**config.mk**
```make
export PLATFORM = sky130hd
export DESIGN_NAME = airi5c_fpu_sequencer
export DESIGN_NICKNAME = d
export VERILOG_FILES = /design/src/rtl/airi5c_fpu_pkg.sv /design/src/rtl/airi5c_fpu_result_mux.sv /design/src/rtl/airi5c_fpu_sequencer.sv
export SDC_FILE = /design/constraint.sdc
export NUM_CORES = 1
export LEC_CHECK = 0
export ABC_AREA = 0
export ABC_CLOCK_PERIOD_IN_PS = 3100
export BUFFER_PORTS_ARGS = -buffer_cell sky130_fd_sc_hd__buf_2
export CAP_MARGIN = 20
export CORE_MARGIN = 2
export CORE_UTILIZATION = 45
export CTS_BUF_LIST = sky130_fd_sc_hd__clkbuf_2 sky130_fd_sc_hd__clkbuf_4 sky130_fd_sc_hd__clkbuf_8
export CTS_CLUSTER_SIZE = 12
export DETAILED_ROUTE_END_ITERATION = 12
export GPL_ROUTABILITY_DRIVEN = 0
export PLACE_DENSITY = 0.86
export SYNTH_ARGS = -nofsm -noshare
export SYNTH_HDL_FRONTEND = slang
export SYNTH_SLANG_ARGS = --single-unit
```
**constraint.sdc**
```tcl
create_clock -name clk -period 3.1 [get_ports clk]
set_clock_uncertainty 0.2 [all_clocks]
set_input_delay 0.155 -clock clk [delete_from_list [all_inputs] [get_ports clk]]
set_output_delay 0.155 -clock clk [all_outputs]
set_load 0.02 [all_outputs]
```
**src/rtl/airi5c_fpu_pkg.sv**
```systemverilog
// Shared FPU sequencer types and flag constants.
package airi5c_fpu_pkg;

  typedef enum logic [1:0] {
    IDLE  = 2'd0,
    ISSUE = 2'd1,
    WAIT  = 2'd2,
    DONE  = 2'd3
  } seq_state_t;

  localparam int FLAG_W  = 5;
  localparam int FLAG_NV = 4;
  localparam logic [FLAG_W-1:0] FFLAGS_INVALID = {1'b1, {FLAG_NV{1'b0}}};

endpackage

```
**src/rtl/airi5c_fpu_result_mux.sv**
```systemverilog
// Selects one unit's ready, result and flags out of the flattened unit buses.
module airi5c_fpu_result_mux
  import airi5c_fpu_pkg::*;
#(
  parameter int N_UNITS = 4,
  parameter int UNIT_W  = 2
) (
  input  logic [UNIT_W-1:0]         sel,
  input  logic [N_UNITS-1:0]        unit_ready,
  input  logic [32*N_UNITS-1:0]     unit_result,
  input  logic [FLAG_W*N_UNITS-1:0] unit_flags,
  output logic                      ready_sel,
  output logic [31:0]               result_sel,
  output logic [FLAG_W-1:0]         flags_sel
);

  // An out-of-range sel yields all zeros.
  always_comb begin
    ready_sel  = 1'b0;
    result_sel = '0;
    flags_sel  = '0;
    for (int i = 0; i < N_UNITS; i++) begin
      if (sel == UNIT_W'(i)) begin
        ready_sel  = unit_ready[i];
        result_sel = unit_result[32*i +: 32];
        flags_sel  = unit_flags[FLAG_W*i +: FLAG_W];
      end
    end
  end

endmodule

```
**src/rtl/airi5c_fpu_sequencer.sv**
```systemverilog
// Issues one FP operation at a time to a multi-cycle unit and holds its result.
// Optional watchdog on the WAIT state: define FPU_SEQ_TIMEOUT_EN.
//
// state | meaning
// IDLE  | ready for a request
// ISSUE | load pulse to the selected unit (or skip to DONE for a bad index)
// WAIT  | waiting for the selected unit's ready pulse
// DONE  | result held until resp_ready
module airi5c_fpu_sequencer
  import airi5c_fpu_pkg::*;
#(
  parameter int N_UNITS        = 4,
  parameter int UNIT_W         = 2,
  parameter int TIMEOUT_CYCLES = 64
) (
  input  logic                      clk,
  input  logic                      n_reset,
  input  logic                      kill,
  input  logic                      req_valid,
  output logic                      req_ready,
  input  logic [UNIT_W-1:0]         req_unit,
  output logic                      resp_valid,
  input  logic                      resp_ready,
  output logic [31:0]               resp_result,
  output logic [FLAG_W-1:0]         resp_flags,
  output logic                      busy,
  output logic                      timeout,
  output logic [N_UNITS-1:0]        unit_load,
  output logic [N_UNITS-1:0]        unit_kill,
  input  logic [N_UNITS-1:0]        unit_ready,
  input  logic [32*N_UNITS-1:0]     unit_result,
  input  logic [FLAG_W*N_UNITS-1:0] unit_flags
);

  localparam logic [UNIT_W:0] N_UNITS_L = (UNIT_W+1)'(N_UNITS);

  seq_state_t          state_q, state_d;
  logic [UNIT_W-1:0]   sel_q, sel_d;
  logic [31:0]         result_q, result_d;
  logic [FLAG_W-1:0]   flags_q, flags_d;
  logic                sel_ok, ready_sel, expire;
  logic [31:0]         result_sel;
  logic [FLAG_W-1:0]   flags_sel;
  logic [N_UNITS-1:0]  sel_oh;

  airi5c_fpu_result_mux #(
    .N_UNITS (N_UNITS),
    .UNIT_W  (UNIT_W)
  ) u_result_mux (
    .sel         (sel_q),
    .unit_ready  (unit_ready),
    .unit_result (unit_result),
    .unit_flags  (unit_flags),
    .ready_sel   (ready_sel),
    .result_sel  (result_sel),
    .flags_sel   (flags_sel)
  );

  assign sel_ok = ({1'b0, sel_q} < N_UNITS_L);

  always_comb begin
    sel_oh = '0;
    for (int i = 0; i < N_UNITS; i++) sel_oh[i] = (sel_q == UNIT_W'(i));
  end

`ifdef FPU_SEQ_TIMEOUT_EN
  localparam int CNT_W = $clog2(TIMEOUT_CYCLES + 1);
  localparam logic [CNT_W-1:0] CNT_LAST = CNT_W'(TIMEOUT_CYCLES - 1);

  logic [CNT_W-1:0] cnt_q, cnt_d;

  // A ready or kill in the expiry cycle takes priority over the watchdog.
  assign expire = (state_q == WAIT) && (cnt_q == CNT_LAST) && !ready_sel && !kill;

  always_comb begin
    cnt_d = cnt_q;
    if (state_q == ISSUE)     cnt_d = '0;
    else if (state_q == WAIT) cnt_d = cnt_q + CNT_W'(1);
  end

  always_ff @(posedge clk) begin
    if (!n_reset) cnt_q <= '0;
    else          cnt_q <= cnt_d;
  end
`else
  // Watchdog absent; TIMEOUT_CYCLES has no effect in this build.
  assign expire = 1'b0 & (TIMEOUT_CYCLES > 0);
`endif

  always_comb begin
    state_d  = state_q;
    sel_d    = sel_q;
    result_d = result_q;
    flags_d  = flags_q;
    case (state_q)
      IDLE: begin
        if (req_valid && !kill) begin
          sel_d   = req_unit;
          state_d = ISSUE;
        end
      end
      ISSUE: begin
        if (kill) begin
          state_d = IDLE;
        end else if (!sel_ok) begin
          result_d = '0;
          flags_d  = FFLAGS_INVALID;
          state_d  = DONE;
        end else begin
          state_d = WAIT;
        end
      end
      WAIT: begin
        if (kill) begin
          state_d = IDLE;
        end else if (ready_sel) begin
          result_d = result_sel;
          flags_d  = flags_sel;
          state_d  = DONE;
        end else if (expire) begin
          result_d = '0;
          flags_d  = FFLAGS_INVALID;
          state_d  = DONE;
        end
      end
      DONE: begin
        if (kill || resp_ready) state_d = IDLE;
      end
      default: state_d = IDLE;
    endcase
  end

  always_ff @(posedge clk) begin
    if (!n_reset) begin
      state_q  <= IDLE;
      sel_q    <= '0;
      result_q <= '0;
      flags_q  <= '0;
    end else begin
      state_q  <= state_d;
      sel_q    <= sel_d;
      result_q <= result_d;
      flags_q  <= flags_d;
    end
  end

  assign req_ready   = (state_q == IDLE);
  assign busy        = (state_q != IDLE);
  assign resp_valid  = (state_q == DONE);
  assign resp_result = result_q;
  assign resp_flags  = flags_q;
  assign timeout     = expire;
  assign unit_load   = (state_q == ISSUE && sel_ok && !kill) ? sel_oh : '0;
  assign unit_kill   = (kill && state_q != IDLE) ? {N_UNITS{1'b1}} :
                       (expire ? sel_oh : '0);

endmodule

```
==> impl_results.md, run 1 <==
* RSZ-0062 raised after global routing: no
* Critical path fanouts, max at between 40 and 50
* Vias in the first global route at 2982
* Worst Path Arrival at 2.22 ns
* WS Path Type: reg -> reg
* Mapped Nets at 408
* Largest net degree at the start of global routing at 42
* Clock Path Buffers at 2
* Root buf cell: clkbuf_8
* Die area at around 6900 um^2
* Rel. slew slack at 50.8%
* Flop pwr share at 44.5%
* Total track usage at about 24%
* Top Layer Used: met4
* Pre-CTS setup slack at 0.829 ns
* Core Region at 5990 um^2
* Seq/Total Area, Yosys at 29.2%
* Final Hold Viols at 0
* Setup TNS at 0 ns
* Startpoint class of the critical path: register
* Die Ht at 83.1 um
* Net Sw Frac at 25.2%
* Final setup fails at 0
* Switch Pwr at around 0.3 mW
* CTS sink cnt at 41
* H-tree depth at 2
* Final instance area at 3940 um^2
* Ys async rst share at 0%
* WL met1 at roughly 3100 um
* Vias at 2848
* Latest clock arrival within the worst-skew pair at 0.29 ns
* Main synth FF type: dfxtp_1
* Row count at 28
* Number of synthesized flops with an enable pin at 0
* Ant. Diodes at 0
* Nets at 597
* I/O pins at 208
* Iter 0 DRT Violations at 49
* Final period util at 71.9%
* Syn avg cell area at 11.3 um^2
* Slew @ Worst Pin at about 0.74 ns
* Max Cap Viol at 0
* Final worst path period need at 2.23 ns
* Met2 WL at 4440 um
* P&R area growth vs syn at 40.2%
* Average wire per standard cell at 16.1 um
* F_max at 0.449 GHz
* Mapped Area at 2810 um^2
* Reg clk slew, reported paths at 0.08 ns
* Max IR drop VDD at 0.000257 V
* Sequential Area at 823 um^2
* Antenna violations before repair at 0
* Final ANT Viol Nets at 0
* Total grt overflow at 0
* Hold crit path type: in -> reg
* Post-CTS Resized at 0
* Avg Vias per Cell at 5.54
* Area occupied by multi-input gates at roughly 1800 um^2
* CTS Buf Count at 5
* Final wirelength at about 8300 um
* Non-Filler Instances at approximately 510
* Seq cells post-synth at 41
* Met3 WL at 494 um
* Clock power frac at 31.8%
* Cell count after synthesis at 249
* LEAKAGE at approximately 2 nW
* Drc violations at 0
* WP data required at 3.09 ns
* Synth warn at 0
* Starting Density at 47.0%
* Logic gate share of total power at 23.7%
* Endpoint class of the critical path: register
* Setup WS post-layout at 0.872 ns
* Max-slew violations at 0
* Dpl hpwl at 6310 um
* Inst Count DP at 502
* Outcome: completed
* Global-route wire length before repair at about 14000 um
* Dpl cell area at roughly 3800 um^2
* Share of cells above drive strength 1 at 59.9%
* Count of cell types in the netlist at 28
* Port-buffer cells at 206
* Internal Pwr Total at 0.900 mW
* PD cells at around 300 nW/um^2
* Filler cell count in the final layout at 511
* CTS tree: built
* Die X at approximately 83 um
* Drt pass-1 iters at 4
final cells by class:
type                       count  share of cell area [%]
clock inverter                 1                   0.127
multi-input combinational    172                    45.4
tap                           75                    2.38
inverter                       2                   0.190
clock buffer                   7                    2.44
sequential                    41                    20.9
timing repair buffer         216                    28.6
through the flow:
stage | utilization (%) | hold WS (ns) | power [mW]
floorplan | - | 0.0381 | 0.718
global placement | 63.5 | 0.166 | 0.823
detailed placement | 63.5 | 0.200 | 0.832
CTS | 65.8 | 0.000226 | 1.22
global route | 65.8 | 0.0318 | 1.26
finish | 65.8 | 0.0199 | 1.20
worst max-delay path, cell delays in order, from the launching register on:
cell and delay (ns):
dfxtp_2 0.34, buf_4 0.59, mux4_2 0.60, and3_1 0.20, o21a_1 0.18
synth_stat cells, types with 3 or more instances:
library cell	count	share of area (%)
nand3_1	4	0.71
nand2_1	3	0.40
nor2_1	4	0.53
clkbuf_1	17	2.3
o21a_1	33	8.8
mux4_2	38	30
buf_4	4	1.1
buf_6	7	2.8
dfxtp_1	41	29
and3_1	33	7.3
a21boi_0	33	8.8
a21oi_1	5	0.89
buf_2	5	0.89
a21bo_1	4	1.4
state kept, by name, summed over array words and instances (netlist names):
register / count
sel_q: 2
resp_result: 32
state_q: 2
resp_flags: 5
cells by family after synthesis:
logic type             after synthesis  synth area share (%)
buffers and inverters               36                  7.43
flip-flops                          41                  29.2
AO/OA/AOI/OAI                       77                  20.5
multiplexers                        40                  31.1
AND/OR/NAND/NOR                     54                  11.6
other                                1                 0.133
path summary, 6_finish.rpt:
path	from	to	slack (ns)	depth (start not counted)
max	sel_q[0]$_SDFFE_PN0P_	resp_result[26]$_SDFFE_PN0P_	0.87	4
min	kill	state_q[0]$_SDFFE_PN0P_	0.02	3
max reg2reg	sel_q[0]$_SDFFE_PN0P_	resp_result[26]$_SDFFE_PN0P_	0.87	4
min reg2reg	resp_flags[1]$_SDFFE_PN0P_	resp_flags[1]$_SDFFE_PN0P_	0.38	2
cells in the final DEF (no fill, tap or decap), types with 5 or more instances in the layout:
master and n:
and3_1 33, dfxtp_1 39, a21boi_0 33, buf_2 206
mux4_2 38, a21oi_1 5, clkbuf_8 7, o21a_1 33
buf_4 5
metal layers:
metal	vias to the layer above	GRT usage [%]
met3	17	4.37
met1	1364	25.9
met2	133	46.0
met5	-	0
li1	1334	-
met4	0	9.69
power by group through the flow:
stage               Combinational, mW  Clock (mW)  Sequential (mW)
floorplan                       0.169           0            0.550
global placement                0.275           0            0.548
detailed placement              0.284           0            0.548
CTS                             0.288       0.394            0.535
global route                    0.312       0.413            0.536
finish                          0.286       0.382            0.535
what timing repair did:
action                                 in CTS  in global routing
endpoints found under the hold margin       3                  0
hold buffers                                4                  0
setup buffers                               0                  0
Note: power is estimated with default switching activity, not from simulation.
==> run 2: changes to the inputs <==
- ABC_CLOCK_PERIOD_IN_PS: 3100 -> 1850
- CORE_UTILIZATION: 45 -> 38
- PLACE_DENSITY: 0.86 -> 0.77
- clock period: 3.1 -> 1.85 ns (I/O delays scaled with it)
==> impl_results.md, run 2 (synthesis results as in run 1) <==
* Final core utilization at 57.6%
* Nets at between 600 and 700
* Final Hold Viols at 0
* Latest clock arrival within the worst-skew pair at slightly below 0.3 ns
* Clock Path Buffers at 2
* H-tree depth at 2
* Final worst path period need at 1.82 ns
* Final instance area at 4160 um^2
* Inst Count DP at ~530
* Final period util at between 90% and 100%
* Switch Pwr at 0.538 mW
* Root buf cell: clkbuf_8
* WP data required at 1.84 ns
* Port-buffer cells at 206
* P&R area growth vs syn at 47.7%
* Avg Vias per Cell at 5.28
* Dpl hpwl at 6490 um
* Hold Crit Start: n_reset
* Pre-CTS setup slack at -0.0215 ns
* Total power at roughly 2.1 mW
* Max-slew violations at 0
* Die area at 8110 um^2
* Share of cells above drive strength 1 at 62.9%
* Worst Path Arrival at 1.82 ns
* Internal Pwr Total at 1.54 mW
* Net Sw Frac at roughly a quarter
* Iter 0 DRT Violations at 33
* Max FFs per register at 32
* Largest net degree at the start of global routing at 45
* I/O pins at 208
* PD cells at roughly 500 nW/um^2
* CTS tree: built
* Most common cell after layout, fill and taps aside: buf_2
* Die X at approximately 90 um
* Vias in the first global route at 2785
* Worst setup startpoint: sel_q[0]$_SDFFE_PN0P_
* Final ANT Viol Nets at 0
* Startpoint class of the critical path: register
* Max Cap Viol at 0
* Vias at slightly below 3000
* Outcome: completed
* Clock power frac at between 30% and 40%
* Drc violations at 0
* F_max at between 0.5 and 0.6 GHz
* Final wirelength at 8440 um
* Ant. Diodes at 0
* Average wire per standard cell at approximately 15 um
* Hold crit path type: in -> reg
* WS Path Type: reg -> reg
* Drt pass-1 iters at 4
* Endpoint class of the critical path: register
* Total track usage at 19.8%
* Antenna violations before repair at 0
* Logic gate share of total power at 25.1%
* RSZ-0062 raised after global routing: yes
* Starting Density at 39.0%
* Non-Filler Instances at approximately 550
* Reg clk slew, reported paths at approximately 0.080 ns
* Die Ht at 90.1 um
* Global-route wire length before repair at 13100 um
* Most frequent cells in the layout: 206 x buf_2, 39 x dfxtp_1, 38 x mux4_2
* Max IR drop VDD at 0.000375 V
* Filler cell count in the final layout at 651
* Setup WS post-layout at 0.0258 ns
* Dpl cell area at between 3000 and 4000 um^2
* RR Startpoint: sel_q[0]$_SDFFE_PN0P_
* Flop pwr share at 43.3%
* CTS Buf Count at 5
* Core Region at 7210 um^2
* Row count at 31
* LEAKAGE at approximately 2 nW
* CTS sink cnt at 41
* Critical path fanouts, max at 44
* Total grt overflow at 0
* Final setup fails at 0
-- run 2: cell count changes in the layout (fill, tap and decap cells not counted) --
| cell | change |
|---|---|
| and3_4 | +10 |
| dfxtp_2 | -1 |
| and3_1 | -10 |
| buf_4 | +4 |
| dfxtp_4 | +1 |
| buf_12 | +5 |
-- run 2: power by group through the flow --
stage	combinational (mW)	sequential [mW]	clock [mW]
6_report	0.521	0.899	0.657
5_1_grt	0.566	0.901	0.709
4_1_cts	0.520	0.899	0.678
3_5_place_dp	0.508	0.921	0
3_3_place_gp	0.492	0.920	0
2_1_floorplan	0.282	0.921	0
-- run 2: worst paths after layout --
check / to / slack [ns] / cells past startpoint
setup / recovery: resp_result[24]$_SDFFE_PN0P_ / 0.03 / 4
hold / removal: sel_q[1]$_SDFFE_PN0P_ / 0.03 / 3
setup reg to reg: resp_result[24]$_SDFFE_PN0P_ / 0.03 / 4
hold reg to reg: resp_flags[1]$_SDFFE_PN0P_ / 0.38 / 2
-- run 2: layout make-up --
cell class,instances,area [um^2],share of cell area (%)
multi-input cells,172,1840,44.3
repair buffers,225,1260,30.3
flip-flops and latches,41,826,19.9
well taps,99,124,2.98
clock buffers,7,96.3,2.32
inverters,2,7.51,0.181
clock inverters,1,5.00,0.120
-- run 2: critical path: stages, from the launching register on --
cell and delay [ns]:
dfxtp_4 0.40, mux4_2 0.58, buf_12 0.20, and3_1 0.15, o21a_1 0.18
-- run 2: metal layers --
layer | vias up | track usage [%] | share of wire (%)
li1 | 1353 | - | -
met1 | 1399 | 22.7 | 39
met2 | 128 | 36.1 | 52
met3 | 6 | 5.70 | 7.5
met4 | 0 | 4.87 | 0.81
met5 | - | 0 | 0
-- run 2: stage by stage --
step / hold slack (ns) / TNS, ns
finish: 0.0260 / 0
global route: 0.0525 / -0.569
CTS: 0.0399 / 0
detailed placement: 0.123 / -0.0365
global placement: 0.110 / 0
floorplan: -0.0244 / -0.686
-- run 2: what timing repair did --
| action | in CTS | in global routing |
|---|---|---|
| hold endpoints to repair | 4 | 0 |
| hold buffers | 4 | 0 |
| resized for setup | 1 | 10 |
| buffers inserted | 1 | 1 |
| endpoints found under the setup margin | 26 | 32 |
